[config.mk]
export PLATFORM = sky130hd
export DESIGN_NAME = pipeline_hazard_ctrl_flat
export DESIGN_NICKNAME = d
export VERILOG_FILES = /design/src/rtl/pipeline_hazard_ctrl_pkg.sv /design/src/rtl/pipeline_hazard_ctrl_if.sv /design/src/rtl/pipeline_hazard_ctrl_fwd_unit.sv /design/src/rtl/pipeline_hazard_ctrl.sv /design/src/flat_wrapper.sv
export SDC_FILE = /design/constraint.sdc
export NUM_CORES = 1
export LEC_CHECK = 0
export BUFFER_PORTS_ARGS = -buffer_cell sky130_fd_sc_hd__buf_2
export CAP_MARGIN = 20
export CORE_ASPECT_RATIO = 0.8
export CORE_MARGIN = 2
export CORE_UTILIZATION = 40
export DETAILED_ROUTE_END_ITERATION = 12
export SETUP_SLACK_MARGIN = 0.2
export SKIP_LAST_GASP = 1
export SYNTH_ARGS = -nofsm -noshare
export SYNTH_HDL_FRONTEND = slang
export SYNTH_HIERARCHICAL = 1
export SYNTH_SLANG_ARGS = --single-unit
[constraint.sdc]
create_clock -name clk -period 3.9 [get_ports clk]
set_input_delay 0.78 -clock clk [delete_from_list [all_inputs] [get_ports clk]]
set_output_delay 0.78 -clock clk [all_outputs]
set_load 0.01 [all_outputs]
[src/rtl/pipeline_hazard_ctrl_pkg.sv]
// Shared pipeline definitions: register width, forwarding selects and the
// per-stage destination-register slot tracked by the hazard controller.
package rv_pipe_pkg;

  localparam int REG_AW      = 5;
  localparam int FLUSH_DEPTH = 2;

  typedef enum logic [1:0] {
    FWD_REG   = 2'b00,
    FWD_MEMWB = 2'b01,
    FWD_EXMEM = 2'b10
  } fwd_sel_e;

  typedef struct packed {
    logic              vld;
    logic [REG_AW-1:0] rd;
    logic              regwrite;
    logic              memread;
  } slot_t;

  localparam slot_t SLOT_INVALID = '{
    vld:      1'b0,
    rd:       {REG_AW{1'b0}},
    regwrite: 1'b0,
    memread:  1'b0
  };

  // A slot produces a forwardable/stallable result only when it really writes a non-x0 register.
  function automatic logic writes_reg(input slot_t s);
    return s.vld & s.regwrite & (s.rd != {REG_AW{1'b0}});
  endfunction

endpackage

[src/rtl/pipeline_hazard_ctrl_if.sv]
// Signal bundle between the pipeline datapath (master) and the hazard controller (slave).
interface pipeline_hazard_ctrl_if;
  import rv_pipe_pkg::*;

  logic              id_valid;
  logic [REG_AW-1:0] id_rs1;
  logic [REG_AW-1:0] id_rs2;
  logic              id_use_rs1;
  logic              id_use_rs2;
  logic [REG_AW-1:0] id_rd;
  logic              id_regwrite;
  logic              id_memread;
  logic              ex_branch_taken;

  logic              pc_write;
  logic              if_id_write;
  logic              if_id_flush;
  logic              id_ex_bubble;
  fwd_sel_e          fwd_a;
  fwd_sel_e          fwd_b;
  logic [15:0]       stall_cnt;

  modport master (
    output id_valid, id_rs1, id_rs2, id_use_rs1, id_use_rs2, id_rd,
           id_regwrite, id_memread, ex_branch_taken,
    input  pc_write, if_id_write, if_id_flush, id_ex_bubble, fwd_a, fwd_b, stall_cnt
  );

  modport slave (
    input  id_valid, id_rs1, id_rs2, id_use_rs1, id_use_rs2, id_rd,
           id_regwrite, id_memread, ex_branch_taken,
    output pc_write, if_id_write, if_id_flush, id_ex_bubble, fwd_a, fwd_b, stall_cnt
  );

endinterface

[src/rtl/pipeline_hazard_ctrl_fwd_unit.sv]
// Operand forwarding select for one EX source operand; the youngest producer (MEM) wins over WB.
module fwd_unit
  import rv_pipe_pkg::*;
(
  input  slot_t             i_mem_slot,
  input  slot_t             i_wb_slot,
  input  logic [REG_AW-1:0] i_ex_rs,
  input  logic              i_ex_use,
  output fwd_sel_e          o_fwd
);

  logic w_mem_hit;
  logic w_wb_hit;

  assign w_mem_hit = writes_reg(i_mem_slot) & i_ex_use & (i_mem_slot.rd == i_ex_rs);
  assign w_wb_hit  = writes_reg(i_wb_slot)  & i_ex_use & (i_wb_slot.rd  == i_ex_rs);

  // Priority select between EX_MEM result, MEM_WB writeback data and the register file.
  always_comb begin
    o_fwd = FWD_REG;
    if (w_mem_hit) begin
      o_fwd = FWD_EXMEM;
    end else if (w_wb_hit) begin
      o_fwd = FWD_MEMWB;
    end else begin
      o_fwd = FWD_REG;
    end
  end

endmodule

[src/rtl/pipeline_hazard_ctrl.sv]
// Hazard/sequencing controller for the 5-stage pipeline: load-use stall, branch squash,
// operand forwarding selects and a saturating load-use stall counter.
module pipeline_hazard_ctrl
  import rv_pipe_pkg::*;
(
  input  logic                 clk,
  input  logic                 rst_n,
  pipeline_hazard_ctrl_if.slave hz_if
);

  slot_t             r_ex_slot;
  slot_t             r_mem_slot;
  slot_t             r_wb_slot;
  logic [REG_AW-1:0] r_ex_rs1;
  logic [REG_AW-1:0] r_ex_rs2;
  logic              r_ex_use1;
  logic              r_ex_use2;
  logic [15:0]       r_stall_cnt;

  slot_t             w_id_slot;
  logic              w_flush;
  logic              w_rs1_dep;
  logic              w_rs2_dep;
  logic              w_load_use;
  logic              w_stall;
  logic              w_bubble;

  assign w_flush    = hz_if.ex_branch_taken;
  assign w_rs1_dep  = hz_if.id_use_rs1 & (hz_if.id_rs1 == r_ex_slot.rd);
  assign w_rs2_dep  = hz_if.id_use_rs2 & (hz_if.id_rs2 == r_ex_slot.rd);
  assign w_load_use = hz_if.id_valid & writes_reg(r_ex_slot) & r_ex_slot.memread
                    & (w_rs1_dep | w_rs2_dep);
  // A taken branch squashes the dependent instruction, so the stall is dropped.
  assign w_stall    = w_load_use & ~w_flush;
  assign w_bubble   = w_stall | w_flush;

  assign w_id_slot = '{
    vld:      hz_if.id_valid,
    rd:       hz_if.id_rd,
    regwrite: hz_if.id_regwrite,
    memread:  hz_if.id_memread
  };

  assign hz_if.pc_write     = ~w_stall;
  assign hz_if.if_id_write  = ~w_stall;
  assign hz_if.if_id_flush  = w_flush & rst_n;
  assign hz_if.id_ex_bubble = w_bubble & rst_n;
  assign hz_if.stall_cnt    = r_stall_cnt;

  // Shift the EX/MEM/WB destination slots alongside the pipeline registers.
  always_ff @(negedge clk or negedge rst_n) begin
    if (!rst_n) begin
      r_ex_slot  <= SLOT_INVALID;
      r_mem_slot <= SLOT_INVALID;
      r_wb_slot  <= SLOT_INVALID;
      r_ex_rs1   <= {REG_AW{1'b0}};
      r_ex_rs2   <= {REG_AW{1'b0}};
      r_ex_use1  <= 1'b0;
      r_ex_use2  <= 1'b0;
    end else begin
      r_wb_slot  <= r_mem_slot;
      r_mem_slot <= r_ex_slot;
      if (w_bubble) begin
        r_ex_slot <= SLOT_INVALID;
        r_ex_rs1  <= {REG_AW{1'b0}};
        r_ex_rs2  <= {REG_AW{1'b0}};
        r_ex_use1 <= 1'b0;
        r_ex_use2 <= 1'b0;
      end else begin
        r_ex_slot <= w_id_slot;
        r_ex_rs1  <= hz_if.id_rs1;
        r_ex_rs2  <= hz_if.id_rs2;
        r_ex_use1 <= hz_if.id_use_rs1 & hz_if.id_valid;
        r_ex_use2 <= hz_if.id_use_rs2 & hz_if.id_valid;
      end
    end
  end

  // Saturating count of load-use stall cycles.
  always_ff @(negedge clk or negedge rst_n) begin
    if (!rst_n) begin
      r_stall_cnt <= 16'h0000;
    end else if (w_stall && (r_stall_cnt != 16'hFFFF)) begin
      r_stall_cnt <= r_stall_cnt + 16'h0001;
    end else begin
      r_stall_cnt <= r_stall_cnt;
    end
  end

  fwd_unit u_fwd_a (
    .i_mem_slot (r_mem_slot),
    .i_wb_slot  (r_wb_slot),
    .i_ex_rs    (r_ex_rs1),
    .i_ex_use   (r_ex_use1),
    .o_fwd      (hz_if.fwd_a)
  );

  fwd_unit u_fwd_b (
    .i_mem_slot (r_mem_slot),
    .i_wb_slot  (r_wb_slot),
    .i_ex_rs    (r_ex_rs2),
    .i_ex_use   (r_ex_use2),
    .o_fwd      (hz_if.fwd_b)
  );

endmodule

[src/flat_wrapper.sv]
// flat-port wrapper written by rule: the top's interface ports become plain ports
module pipeline_hazard_ctrl_flat import rv_pipe_pkg::*;
  (clk, rst_n, hz_if_id_valid, hz_if_id_rs1, hz_if_id_rs2, hz_if_id_use_rs1, hz_if_id_use_rs2, hz_if_id_rd, hz_if_id_regwrite, hz_if_id_memread, hz_if_ex_branch_taken, hz_if_pc_write, hz_if_if_id_write, hz_if_if_id_flush, hz_if_id_ex_bubble, hz_if_fwd_a, hz_if_fwd_b, hz_if_stall_cnt);
  pipeline_hazard_ctrl_if hz_if_i ();
  input  logic clk;
  input  logic rst_n;
  input wire logic [$bits(hz_if_i.id_valid)-1:0] hz_if_id_valid;
  input wire logic [$bits(hz_if_i.id_rs1)-1:0] hz_if_id_rs1;
  input wire logic [$bits(hz_if_i.id_rs2)-1:0] hz_if_id_rs2;
  input wire logic [$bits(hz_if_i.id_use_rs1)-1:0] hz_if_id_use_rs1;
  input wire logic [$bits(hz_if_i.id_use_rs2)-1:0] hz_if_id_use_rs2;
  input wire logic [$bits(hz_if_i.id_rd)-1:0] hz_if_id_rd;
  input wire logic [$bits(hz_if_i.id_regwrite)-1:0] hz_if_id_regwrite;
  input wire logic [$bits(hz_if_i.id_memread)-1:0] hz_if_id_memread;
  input wire logic [$bits(hz_if_i.ex_branch_taken)-1:0] hz_if_ex_branch_taken;
  output wire logic [$bits(hz_if_i.pc_write)-1:0] hz_if_pc_write;
  output wire logic [$bits(hz_if_i.if_id_write)-1:0] hz_if_if_id_write;
  output wire logic [$bits(hz_if_i.if_id_flush)-1:0] hz_if_if_id_flush;
  output wire logic [$bits(hz_if_i.id_ex_bubble)-1:0] hz_if_id_ex_bubble;
  output wire logic [$bits(hz_if_i.fwd_a)-1:0] hz_if_fwd_a;
  output wire logic [$bits(hz_if_i.fwd_b)-1:0] hz_if_fwd_b;
  output wire logic [$bits(hz_if_i.stall_cnt)-1:0] hz_if_stall_cnt;
  assign hz_if_i.id_valid = hz_if_id_valid;
  assign hz_if_i.id_rs1 = hz_if_id_rs1;
  assign hz_if_i.id_rs2 = hz_if_id_rs2;
  assign hz_if_i.id_use_rs1 = hz_if_id_use_rs1;
  assign hz_if_i.id_use_rs2 = hz_if_id_use_rs2;
  assign hz_if_i.id_rd = hz_if_id_rd;
  assign hz_if_i.id_regwrite = hz_if_id_regwrite;
  assign hz_if_i.id_memread = hz_if_id_memread;
  assign hz_if_i.ex_branch_taken = hz_if_ex_branch_taken;
  assign hz_if_pc_write = hz_if_i.pc_write;
  assign hz_if_if_id_write = hz_if_i.if_id_write;
  assign hz_if_if_id_flush = hz_if_i.if_id_flush;
  assign hz_if_id_ex_bubble = hz_if_i.id_ex_bubble;
  assign hz_if_fwd_a = hz_if_i.fwd_a;
  assign hz_if_fwd_b = hz_if_i.fwd_b;
  assign hz_if_stall_cnt = hz_if_i.stall_cnt;
  pipeline_hazard_ctrl u_core (.clk(clk), .rst_n(rst_n), .hz_if(hz_if_i));
endmodule
# ---- Yosys cells after proc, flatten, opt, wreduce, memory -nomap -nowiden
# Cells that the tools add are included.
dict set report word_totals {
  register_bits 50
  in_bits 23
  word_cells 64
  out_inout_bits 24
}
dict set report op_classes {
  n_mux 9
  eq_ne 7
  n_reduce_logical 4
  n_addsub 1
  bitwise 28
}
# op n
set op_table {}
lappend op_table {{$eq A5 B5 Y1} 6}
lappend op_table {{$and A1 B1 Y1} 24}
lappend op_table {{$add A16 B1 Y16 const B} 1}
lappend op_table {{$ne A16 B16 Y1 const B} 1}
lappend op_table {{$reduce_bool A5 Y1} 3}
lappend op_table {{$mux W5} 2}
lappend op_table {{$mux W8} 1}
lappend op_table {{$mux W1} 4}
lappend op_table {{$mux W2} 2}
lappend op_table {{$not A1 Y1} 2}
lappend op_table {{$or A1 B1 Y1} 2}
lappend op_table {{$logic_and A1 B1 Y1} 1}

# ---- Longest topological paths before layout
dict set report depth {
  word_depth 8
  mapped_depth 6
  mapped_depth_nobuf 6
}

# ---- By module
# The synthesis kept the hierarchy.
# module n_inst cells_per_inst seq_area_each_um2 area_each_um2
set by_module_without_submodules {}
lappend by_module_without_submodules {pipeline_hazard_ctrl 1 168 1301.2 2098.3}
lappend by_module_without_submodules {fwd_unit 2 24 0.0 175.2}

==> flow_metrics.py <==
metrics = {
    "drt": {
        "first_iter_violations": 100,
        "totalWireLength_mm": 5.19,
        "routedWlPerCell_um": 13.4,
        "vias": 1835,
        "drc": 0,
        "avgViaCountPerCell": 4.75,
        "dr.pass1.iters": 4,
        "final_antenna_net_count": 0,
    },
    "sta": {
        "finalHoldViolCount": 0,
        "layout_setup_ws_ns": -0.618,
        "relSlewSlack_pct": 57.6,
        "setup_viol": 18,
        "final_max_slew_viol_count": 0,
        "rsz0062_at_grt": "true",
        "skew_ns": 0.00762,
        "tightest_slew_ns": 0.631,
    },
    "floorplan": {
        "row_count": 25,
        "start_util_pct": 41.0,
        "dieArea_sq_um": 6640,
        "die_h_um": 73.3,
        "io_pins": 47,
        "core_region_area_sq_um": 5850,
        "die_w_um": 90.6,
    },
    "global_route": {
        "grt_max_degree": 53,
        "grt_util_met2_pct": 24.8,
        "use_met1_pct": 24.6,
        "top_usage_layer": "met2",
        "grtUsageMet3_pct": 3.28,
        "track_usage_pct": 16.4,
        "grt_antenna_before_repair": 0,
        "gr-total-overflow": 0,
        "grt_pass1_wl_mm": 8.58,
        "grt_pass1_vias": 1735,
    },
    "clock_tree": {
        "hold_buffers": 0,
        "cts_root_buf": "clkbuf_8",
        "clkLatencyLatePin_ns": 0.30,
        "htreeDepth": 2,
        "cts.sinks": 50,
        "clk_pin_slew_ns": 0.06,
        "cts_tree": "done",
        "numCtsBuffers": 5,
        "cts_buffer_depth": 2,
    },
    "power": {
        "p_leak_nw": 1.47,
        "power_per_cell_area_nw_per_um2": 315,
        "vdd_ir_drop_max_uv": 144,
    },
    "finish": {
        "fillers": 534,
        "area_growth_pct": 36.2,
        "n_antenna_cell": 0,
        "drive_above_1_share_pct": 38.7,
        "final_cell_count_no_fill": 386,
        "fin_nets": 328,
    },
    "placed_design": {
        "placed_cells": 360,
        "port_buffers": 46,
        "pre_cts_ws_ns": -0.312,
        "gp_congestion": 0.834,
        "hpwl_mm": 3.90,
    },
    "yosys": {
        "yosys_warnings": 6,
        "syn_area_sq_um": 2400,
        "syn-num-nets": 238,
        "syn_avg_cell_area_sq_um": 11.2,
        "synthCells": 214,
    },
    "critical_path": {
        "crit_fanout": 4,
        "path_buf_inv": 1,
        "worstPathRequired_ns": 3.12,
        "slowest_stage": "or4_4",
        "slowest_delay_ns": 0.58,
        "cp-start-kind": "register",
        "crit_family": "simple AND/OR/NAND/NOR gates",
        "crit_arrival_ns": 3.74,
        "critPathCaptureType": "output pin",
        "setup.worst_path.class": "register to output pin",
        "path_cells": "or4_4 > o21a_4 > a21oi_4 > nor2b_2 > buf_2",
    },
    "worst_hold_path": {
        "hold_path.class": "register to register",
    },
    "status": {
        "violations": "setup timing",
        "status": "finished with violations",
    },
    "flow_run": {
        "max-cap-violations": 0,
    },
}
==> path summary, 6_finish.rpt <==
kind / slack (ns) / depth (start not counted) / startpoint / endpoint
setup / recovery: -0.62 / 5 / u_core/r_ex_slot[6] / hz_if_id_ex_bubble
setup reg to reg: 1.87 / 8 / u_core/r_ex_slot[2] / u_core/hz_if.stall_cnt[12]
min in group asynchronous: 2.31 / 2 / rst_n / u_core/hz_if.stall_cnt[15]
hold / removal: 0.32 / 0 / u_core/r_ex_slot[7] / u_core/r_mem_slot[7]
max in group asynchronous: 1.35 / 2 / rst_n / u_core/hz_if.stall_cnt[7]
hold reg to reg: 0.32 / 0 / u_core/r_ex_slot[7] / u_core/r_mem_slot[7]
==> final cells by class <==
cell class                      count  area (sq um)  share of cell area (%)
Tap cell                           81           101                    3.10
Sequential cell                    50          1250                    38.3
Clock inverter                      3          40.0                    1.23
Timing Repair Buffer               90           611                    18.7
Inverter                            5          18.8                   0.574
Multi-Input combinational cell    152          1180                    36.0
Clock buffer                        5          68.8                    2.11
==> repair_timing <==
item	CTS	global route
pin swaps	7	9
endpoints found under the hold margin	0	0
setup buffers	7	11
endpoints found under the setup margin	42	49
resized for setup	5	6
cloned	0	0
==> report_power, final <==
group / switching (mW) / internal (mW) / leakage [nW]
sequential: 0.0210 / 0.540 / 0.658
clock: 0.160 / 0.189 / 0.0579
combinational: 0.0539 / 0.0633 / 0.756
==> metrics by stage <==
stage	cell area (sq um)	hold WS (ns)	util (%)	power, mW	TNS, ns
2_1_floorplan	2470	0.307	-	0.623	-0.741
3_3_place_gp	2960	0.335	50.6	0.676	-7.62
3_5_place_dp	2960	0.330	50.6	0.677	-7.38
4_1_cts	3150	0.327	53.8	1.04	-4.19
5_1_grt	3270	0.345	55.9	1.07	-6.72
6_report	3270	0.322	55.9	1.03	-4.71
==> worst reg2reg max path: stages (launching register included) <==
cell and delay (ns):
dfrtn_1 0.50, xnor2_1 0.14, nand4_1 0.16, o22ai_4 0.28, buf_12 0.14, buf_4 0.10
buf_8 0.13, nand4_1 0.12, mux2_4 0.32
==> cells in the final DEF, fill, tap and decap left out, types with 3 or more instances in the layout <==
cell and count:
nor4_1 5, nor3_1 4, clkbuf_8 5, buf_6 4, inv_1 5, xnor2_1 34, nand3_1 17, nand2b_1 3
dfrtn_1 50, buf_4 38, buf_2 45, nand2_1 14, and2_1 19, nand4_1 9, nor2_1 11
==> layer usage <==
| layer | wire length, um | vias up |
|---|---|---|
| met3 | 146 | 2 |
| met4 | 28 | 0 |
| li1 | - | 930 |
| met2 | 2320 | 33 |
| met1 | 2700 | 870 |
| met5 | 0 | - |
==> flip-flops by register name (all words and copies together), names as in the netlist <==
signal / cells
u_core/hz_if.stall_cnt: 16
u_core/r_ex_rs1: 5
u_core/r_ex_rs2: 5
u_core/r_ex_slot: 8
u_core/r_ex_use1: 1
u_core/r_ex_use2: 1
u_core/r_mem_slot: 7
u_core/r_wb_slot: 7
(Power assumes the default switching activity.)
